$ cat src/rtl/vram_arbiter.sv
// rtl/vram_arbiter.sv - shares the SDRAM controller port between VDP, aux master and refresh
module vram_arbiter #(
    parameter int ADDR_W       = 23,
    parameter int REFRESH_INT  = 810,
    parameter int REFRESH_MAX  = 7,
    parameter int URGENT_CREDS = 2
) (
    input  logic              clk,
    input  logic              reset,
    input  logic              vdp_req,
    input  logic              vdp_wr,
    input  logic [ADDR_W-1:0] vdp_addr,
    input  logic [31:0]       vdp_wdata,
    input  logic [1:0]        vdp_wsize,
    output logic [31:0]       vdp_rdata,
    output logic              vdp_rvalid,
    output logic              vdp_overrun,
    input  logic              aux_req,
    input  logic              aux_wr,
    input  logic [ADDR_W-1:0] aux_addr,
    input  logic [31:0]       aux_wdata,
    input  logic [1:0]        aux_wsize,
    output logic              aux_gnt,
    output logic [31:0]       aux_rdata,
    output logic              aux_rvalid,
    output logic              mem_read,
    output logic              mem_write,
    output logic              mem_refresh,
    output logic [ADDR_W-1:0] mem_addr,
    output logic [31:0]       mem_din32,
    output logic [1:0]        mem_wr_size,
    input  logic              mem_busy,
    input  logic [31:0]       mem_dout32,
    output logic              refresh_ovf
);

    localparam int TMR_W  = (REFRESH_INT > 1) ? $clog2(REFRESH_INT) : 1;
    localparam int CRED_W = $clog2(REFRESH_MAX + 1);

    typedef enum logic [1:0] {S_IDLE, S_ISSUE, S_WAIT_HI, S_WAIT_LO} state_t;
    typedef enum logic [1:0] {OWN_VDP, OWN_AUX, OWN_REF} owner_t;

    state_t            state;
    owner_t            owner;
    logic              op_wr;
    logic [1:0]        wait_cnt;

    logic              slot_full;
    logic              slot_wr;
    logic [ADDR_W-1:0] slot_addr;
    logic [31:0]       slot_wdata;
    logic [1:0]        slot_wsize;

    logic              aux_pend;
    logic [TMR_W-1:0]  timer;
    logic [CRED_W-1:0] credits;

    logic              issue_go;
    logic              vdp_issue;
    logic              aux_issue;
    logic              ref_issue;
    logic              wrap;

    assign issue_go  = (state == S_ISSUE) && !mem_busy;
    assign vdp_issue = issue_go && (owner == OWN_VDP);
    assign aux_issue = issue_go && (owner == OWN_AUX);
    assign ref_issue = issue_go && (owner == OWN_REF);
    assign wrap      = (timer == TMR_W'(REFRESH_INT - 1));

    // VDP one-deep pending slot; a request that finds it occupied is dropped and flagged
    always_ff @(posedge clk) begin
        if (reset) begin
            slot_full   <= 1'b0;
            slot_wr     <= 1'b0;
            slot_addr   <= '0;
            slot_wdata  <= '0;
            slot_wsize  <= '0;
            vdp_overrun <= 1'b0;
        end else begin
            if (vdp_issue) begin
                slot_full <= 1'b0;
            end
            if (vdp_req) begin
                if (slot_full) begin
                    vdp_overrun <= 1'b1;
                end else begin
                    slot_full  <= 1'b1;
                    slot_wr    <= vdp_wr;
                    slot_addr  <= vdp_addr;
                    slot_wdata <= vdp_wdata;
                    slot_wsize <= vdp_wsize;
                end
            end
        end
    end

    // aux request is registered so a VDP strobe arriving in the same cycle is seen first
    always_ff @(posedge clk) begin
        if (reset) begin
            aux_pend <= 1'b0;
        end else begin
            aux_pend <= aux_req && !aux_issue;
        end
    end

    // refresh interval timer and saturating credit counter; earn and spend together cancel
    always_ff @(posedge clk) begin
        if (reset) begin
            timer       <= '0;
            credits     <= '0;
            refresh_ovf <= 1'b0;
        end else begin
            timer <= wrap ? '0 : timer + 1'b1;
            if (wrap && !ref_issue) begin
                if (credits == CRED_W'(REFRESH_MAX)) begin
                    refresh_ovf <= 1'b1;
                end else begin
                    credits <= credits + 1'b1;
                end
            end else if (ref_issue && !wrap) begin
                credits <= credits - 1'b1;
            end
        end
    end

    // arbitration FSM with registered command strobes, grant and completion pulses
    always_ff @(posedge clk) begin
        if (reset) begin
            state       <= S_IDLE;
            owner       <= OWN_VDP;
            op_wr       <= 1'b0;
            wait_cnt    <= '0;
            mem_read    <= 1'b0;
            mem_write   <= 1'b0;
            mem_refresh <= 1'b0;
            mem_addr    <= '0;
            mem_din32   <= '0;
            mem_wr_size <= '0;
            aux_gnt     <= 1'b0;
            vdp_rdata   <= '0;
            vdp_rvalid  <= 1'b0;
            aux_rdata   <= '0;
            aux_rvalid  <= 1'b0;
        end else begin
            mem_read    <= 1'b0;
            mem_write   <= 1'b0;
            mem_refresh <= 1'b0;
            aux_gnt     <= 1'b0;
            vdp_rvalid  <= 1'b0;
            aux_rvalid  <= 1'b0;
            case (state)
                S_IDLE: begin
                    if (slot_full) begin
                        owner <= OWN_VDP;
                        state <= S_ISSUE;
                    end else if (credits >= CRED_W'(URGENT_CREDS)) begin
                        owner <= OWN_REF;
                        state <= S_ISSUE;
                    end else if (aux_pend) begin
                        owner <= OWN_AUX;
                        state <= S_ISSUE;
                    end else if (credits != '0) begin
                        owner <= OWN_REF;
                        state <= S_ISSUE;
                    end
                end
                S_ISSUE: begin
                    if (!mem_busy) begin
                        wait_cnt <= '0;
                        state    <= S_WAIT_HI;
                        case (owner)
                            OWN_VDP: begin
                                op_wr       <= slot_wr;
                                mem_read    <= !slot_wr;
                                mem_write   <= slot_wr;
                                mem_addr    <= slot_addr;
                                mem_din32   <= slot_wdata;
                                mem_wr_size <= slot_wsize;
                            end
                            OWN_AUX: begin
                                op_wr       <= aux_wr;
                                mem_read    <= !aux_wr;
                                mem_write   <= aux_wr;
                                mem_addr    <= aux_addr;
                                mem_din32   <= aux_wdata;
                                mem_wr_size <= aux_wsize;
                                aux_gnt     <= 1'b1;
                            end
                            default: begin
                                op_wr       <= 1'b0;
                                mem_refresh <= 1'b1;
                            end
                        endcase
                    end
                end
                S_WAIT_HI: begin
                    if (mem_busy) begin
                        state <= S_WAIT_LO;
                    end else if (wait_cnt == 2'd3) begin
                        state <= S_IDLE;
                    end else begin
                        wait_cnt <= wait_cnt + 1'b1;
                    end
                end
                default: begin
                    if (!mem_busy) begin
                        state <= S_IDLE;
                        if (owner == OWN_VDP && !op_wr) begin
                            vdp_rdata  <= mem_dout32;
                            vdp_rvalid <= 1'b1;
                        end else if (owner == OWN_AUX) begin
                            if (!op_wr) begin
                                aux_rdata <= mem_dout32;
                            end
                            aux_rvalid <= 1'b1;
                        end
                    end
                end
            endcase
        end
    end

endmodule

$ cat config.mk
export PLATFORM = sky130hd
export DESIGN_NAME = vram_arbiter
export DESIGN_NICKNAME = d
export VERILOG_FILES = /design/src/rtl/vram_arbiter.sv
export SDC_FILE = /design/constraint.sdc
export NUM_CORES = 1
export LEC_CHECK = 0
export CAP_MARGIN = 20
export CORE_ASPECT_RATIO = 1.5
export CORE_MARGIN = 10
export CORE_UTILIZATION = 40
export DETAILED_ROUTE_END_ITERATION = 10
export HOLD_SLACK_MARGIN = 0.06
export PLACE_DENSITY_LB_ADDON = 0.15
export SETUP_SLACK_MARGIN = 0.05
export SYNTH_ARGS = -nofsm -noshare
export SYNTH_HDL_FRONTEND = slang
export SYNTH_SLANG_ARGS = --single-unit
$ cat constraint.sdc
create_clock -name clk -period 2.4 [get_ports clk]
set_input_delay 0.6 -clock clk [delete_from_list [all_inputs] [get_ports clk]]
set_output_delay 0.6 -clock clk [all_outputs]
set_load 0.05 [all_outputs]
==> reports/metrics.cfg <==
[finish]
syn_to_final_growth_pct=50.2
drive_gt1_share_pct=6.49
nNetsFinal=1364
design_area_sq_um=11700

[sta]
fin_skew_ps=8.75
fin_ws_ps=107
finalMaxSlewViolations=0
setup_tns_ps=0
rsz0062_at_grt=no
fmax_mhz=436
worst_pin_slew_ps=721
final-setup-viol-count=0
period_share_pct=95.5
hold_viol=0
max-slew-margin-rel_pct=51.7
finalCriticalPeriod_ps=2290

[route]
routed_via_density=4.99
drtIter0Drc=395
ant_nets=0
vias=7354
drc=0
drt_pass1_iterations=5
wl_microns=24600
routedWlPerCell_microns=16.7

[cts]
clock-sinks=209
clk_latency_ps=490
postCtsResizedCells=0
cts_hold_buf=0
numCtsBuffers=21
path_clk_slew_ps=60
cts_max_level=1
clk_path_buf_depth=3
cts_tree=built
cts_setup_buffers=0
clock-root-buffer=clkbuf_16

[critical_path]
crit_type=register to primary output
worstSetupStartpointType=register
rr_endpoint=credits[2]
path_buf_inv=1
crit_path_top_delay_cell=clkdlybuf4s50_1
critPathMaxFanout=2
rrSetupSlack_ps=180
cp_num_cells=1
end_kind=primary output
timing.rr.start=timer[4]
required_ps=1800
ff2ff_path_depth=7
arrival_ps=1690
crit_start=mem_addr[12]
max_stage_delay_ps=850
critPathCapture=mem_addr[12]
path_delay_family=buffers and inverters
path_cells=clkdlybuf4s50_1

[die]
ioPinCount=282
dieHeight_microns=191
core_area_sq_um=19100
die_area_sq_um=25500
rows=62
fp.dieW_microns=134
initial_core_util_pct=40.7

[synth]
yosysTopAreaCell=dfxtp_1
synth_seq_cells=209
yosysSeqAreaShare_pct=53.9
synth_area_leaders=dfxtp_1, nand2_1, a21oi_1
ys.flop_type=dfxtp_1
syn_inst=946
ys_warn_count=0
postSynthAreaPerCell_sq_um=8.20
synthDistinctLibCells=52
syn-num-nets=1107
synth_top_cell_area_share_pct=53.9
synthArstFlopShare_pct=0
synth_area_sq_um=7760
synth-edff-count=0

[pwr]
p_seq_share_pct=40.1
power_switching_mw=3.01
p_leak_nw=4.17
powerDensity_nw_per_um2=839
irDropWorstVdd_mv=0.683
p_sw_share_pct=30.7
pwr-share-comb_pct=24.9
p_int_mw=6.77
clkPwrFrac_pct=35.0
total_power_mw=9.78

[placed_design]
portBuffers=281
gp_congestion=0.800
place_area_sq_um=10900
dpl_worst_slack_ps=-212
hpwl_microns=17100

[global_routing]
track_usage_pct=18.6
first_global_vias=7344
grt_pass1_wl_microns=39500
antenna_found_initial=1
overflow=0
grt_max_degree=80

[run]
drv_cap=0

[outcome]
status=finished, final reports clean

[hold_path]
hp-class=primary input to register

worst min path at each step:
stage	cells after the start	slack, ps	start	endpoint
5_1_grt	2	450	reset	vdp_overrun
3_5_place_dp	2	440	mem_addr[21]	mem_addr[21]
4_1_cts	2	430	reset	vdp_overrun
3_3_place_gp	2	440	mem_wr_size[1]	mem_wr_size[1]
2_1_floorplan	2	430	slot_wr	slot_wr
6_report	2	440	reset	vdp_overrun
cells in the final DEF, fill, tap and decap left out, types with 3 or more instances in the layout:
cell type / Yosys / routed
ha_1: 7 / 7
buf_12: 0 / 10
buf_4: 1 / 14
o221ai_1: 14 / 14
clkinv_2: 0 / 5
and3_1: 3 / 3
bufinv_16: 0 / 3
inv_1: 6 / 6
nor2_1: 62 / 62
o22ai_1: 43 / 43
clkbuf_8: 1 / 4
o21ai_0: 5 / 5
nand3_1: 5 / 5
dfxtp_1: 209 / 209
xnor2_1: 4 / 4
clkdlybuf4s50_1: 0 / 280
a21oi_1: 147 / 147
nor4_1: 4 / 4
clkbuf_16: 0 / 21
nor3_1: 47 / 47
nand2_1: 273 / 273
layout make-up:
class                   instances  area, sq um
fillers                      1720         7430
well taps                     256          320
clock inverters                11          139
multi-input cells             660         3280
inverters                       6         22.5
diodes                          1         2.50
flip-flops and latches        209         4180
clock buffers                  26          584
repair buffers                305         3120
sequential cells by signal, indices dropped and copies added, names as in the netlist, 2 cells and up:
name	count
mem_addr	23
slot_addr	23
owner	2
vdp_rdata	32
mem_din32	32
timer	10
credits	3
state	2
slot_wsize	2
aux_rdata	32
mem_wr_size	2
slot_wdata	32
wait_cnt	2
Yosys cell counts (all sizes together), types with 2 or more instances:
cell / n
clkbuf: 58
dfxtp: 209
o221ai: 14
o21ai: 5
mux2i: 2
inv: 6
a211oi: 2
a22o: 2
nor4b: 3
ha: 7
buf: 13
a21oi: 148
nor3: 47
xnor2: 4
nand3: 5
a31o: 2
mux2: 3
xor2: 2
o22ai: 43
o31ai: 2
nor2: 62
or3: 2
nand2b: 4
nand2: 273
nor2b: 3
nor3b: 2
and3: 3
nor4: 4
stage by stage:
| stage | utilization (%) | hold slack [ps] | cells |
|---|---|---|---|
| finish | 61.1 | 436 | 1474 |
| global route | 61.1 | 448 | 1474 |
| CTS | 61.0 | 427 | 1473 |
| detailed placement | 57.2 | 445 | 1436 |
| global placement | 57.2 | 438 | 1436 |
| floorplan | - | 434 | 946 |
logic make-up (layout without fill, tap and decap cells):
kind of cell / Yosys count / count (layout) / share of synthesized area (%)
AO/OA/AOI/OAI: 224 / 224 / 16.5
XOR/XNOR: 6 / 6 / 0.677
adder cells (fa/ha/maj): 8 / 8 / 1.39
buffers and inverters: 77 / 348 / 4.13
flip-flops: 209 / 209 / 53.9
multiplexers: 5 / 5 / 0.742
other: 0 / 1 / 0
AND/OR/NAND/NOR: 417 / 417 / 22.6
power groups by stage:
stage / Clock, mW / Combinational, mW / Sequential (mW)
3_3_place_gp: 0 / 2.44 / 3.99
6_report: 3.42 / 2.44 / 3.92
2_1_floorplan: 0 / 0.910 / 4.60
4_1_cts: 3.52 / 2.46 / 3.92
3_5_place_dp: 0 / 2.45 / 4.00
5_1_grt: 3.65 / 2.63 / 3.96
layer usage:
layer	GRT usage, %	wire, microns	vias up
met5	0	0	-
met4	5.96	591	0
met3	6.70	2120	40
met2	31.2	12000	224
met1	21.5	9950	3372
li1	-	-	3718
Note: power is estimated with default switching activity, not from simulation.
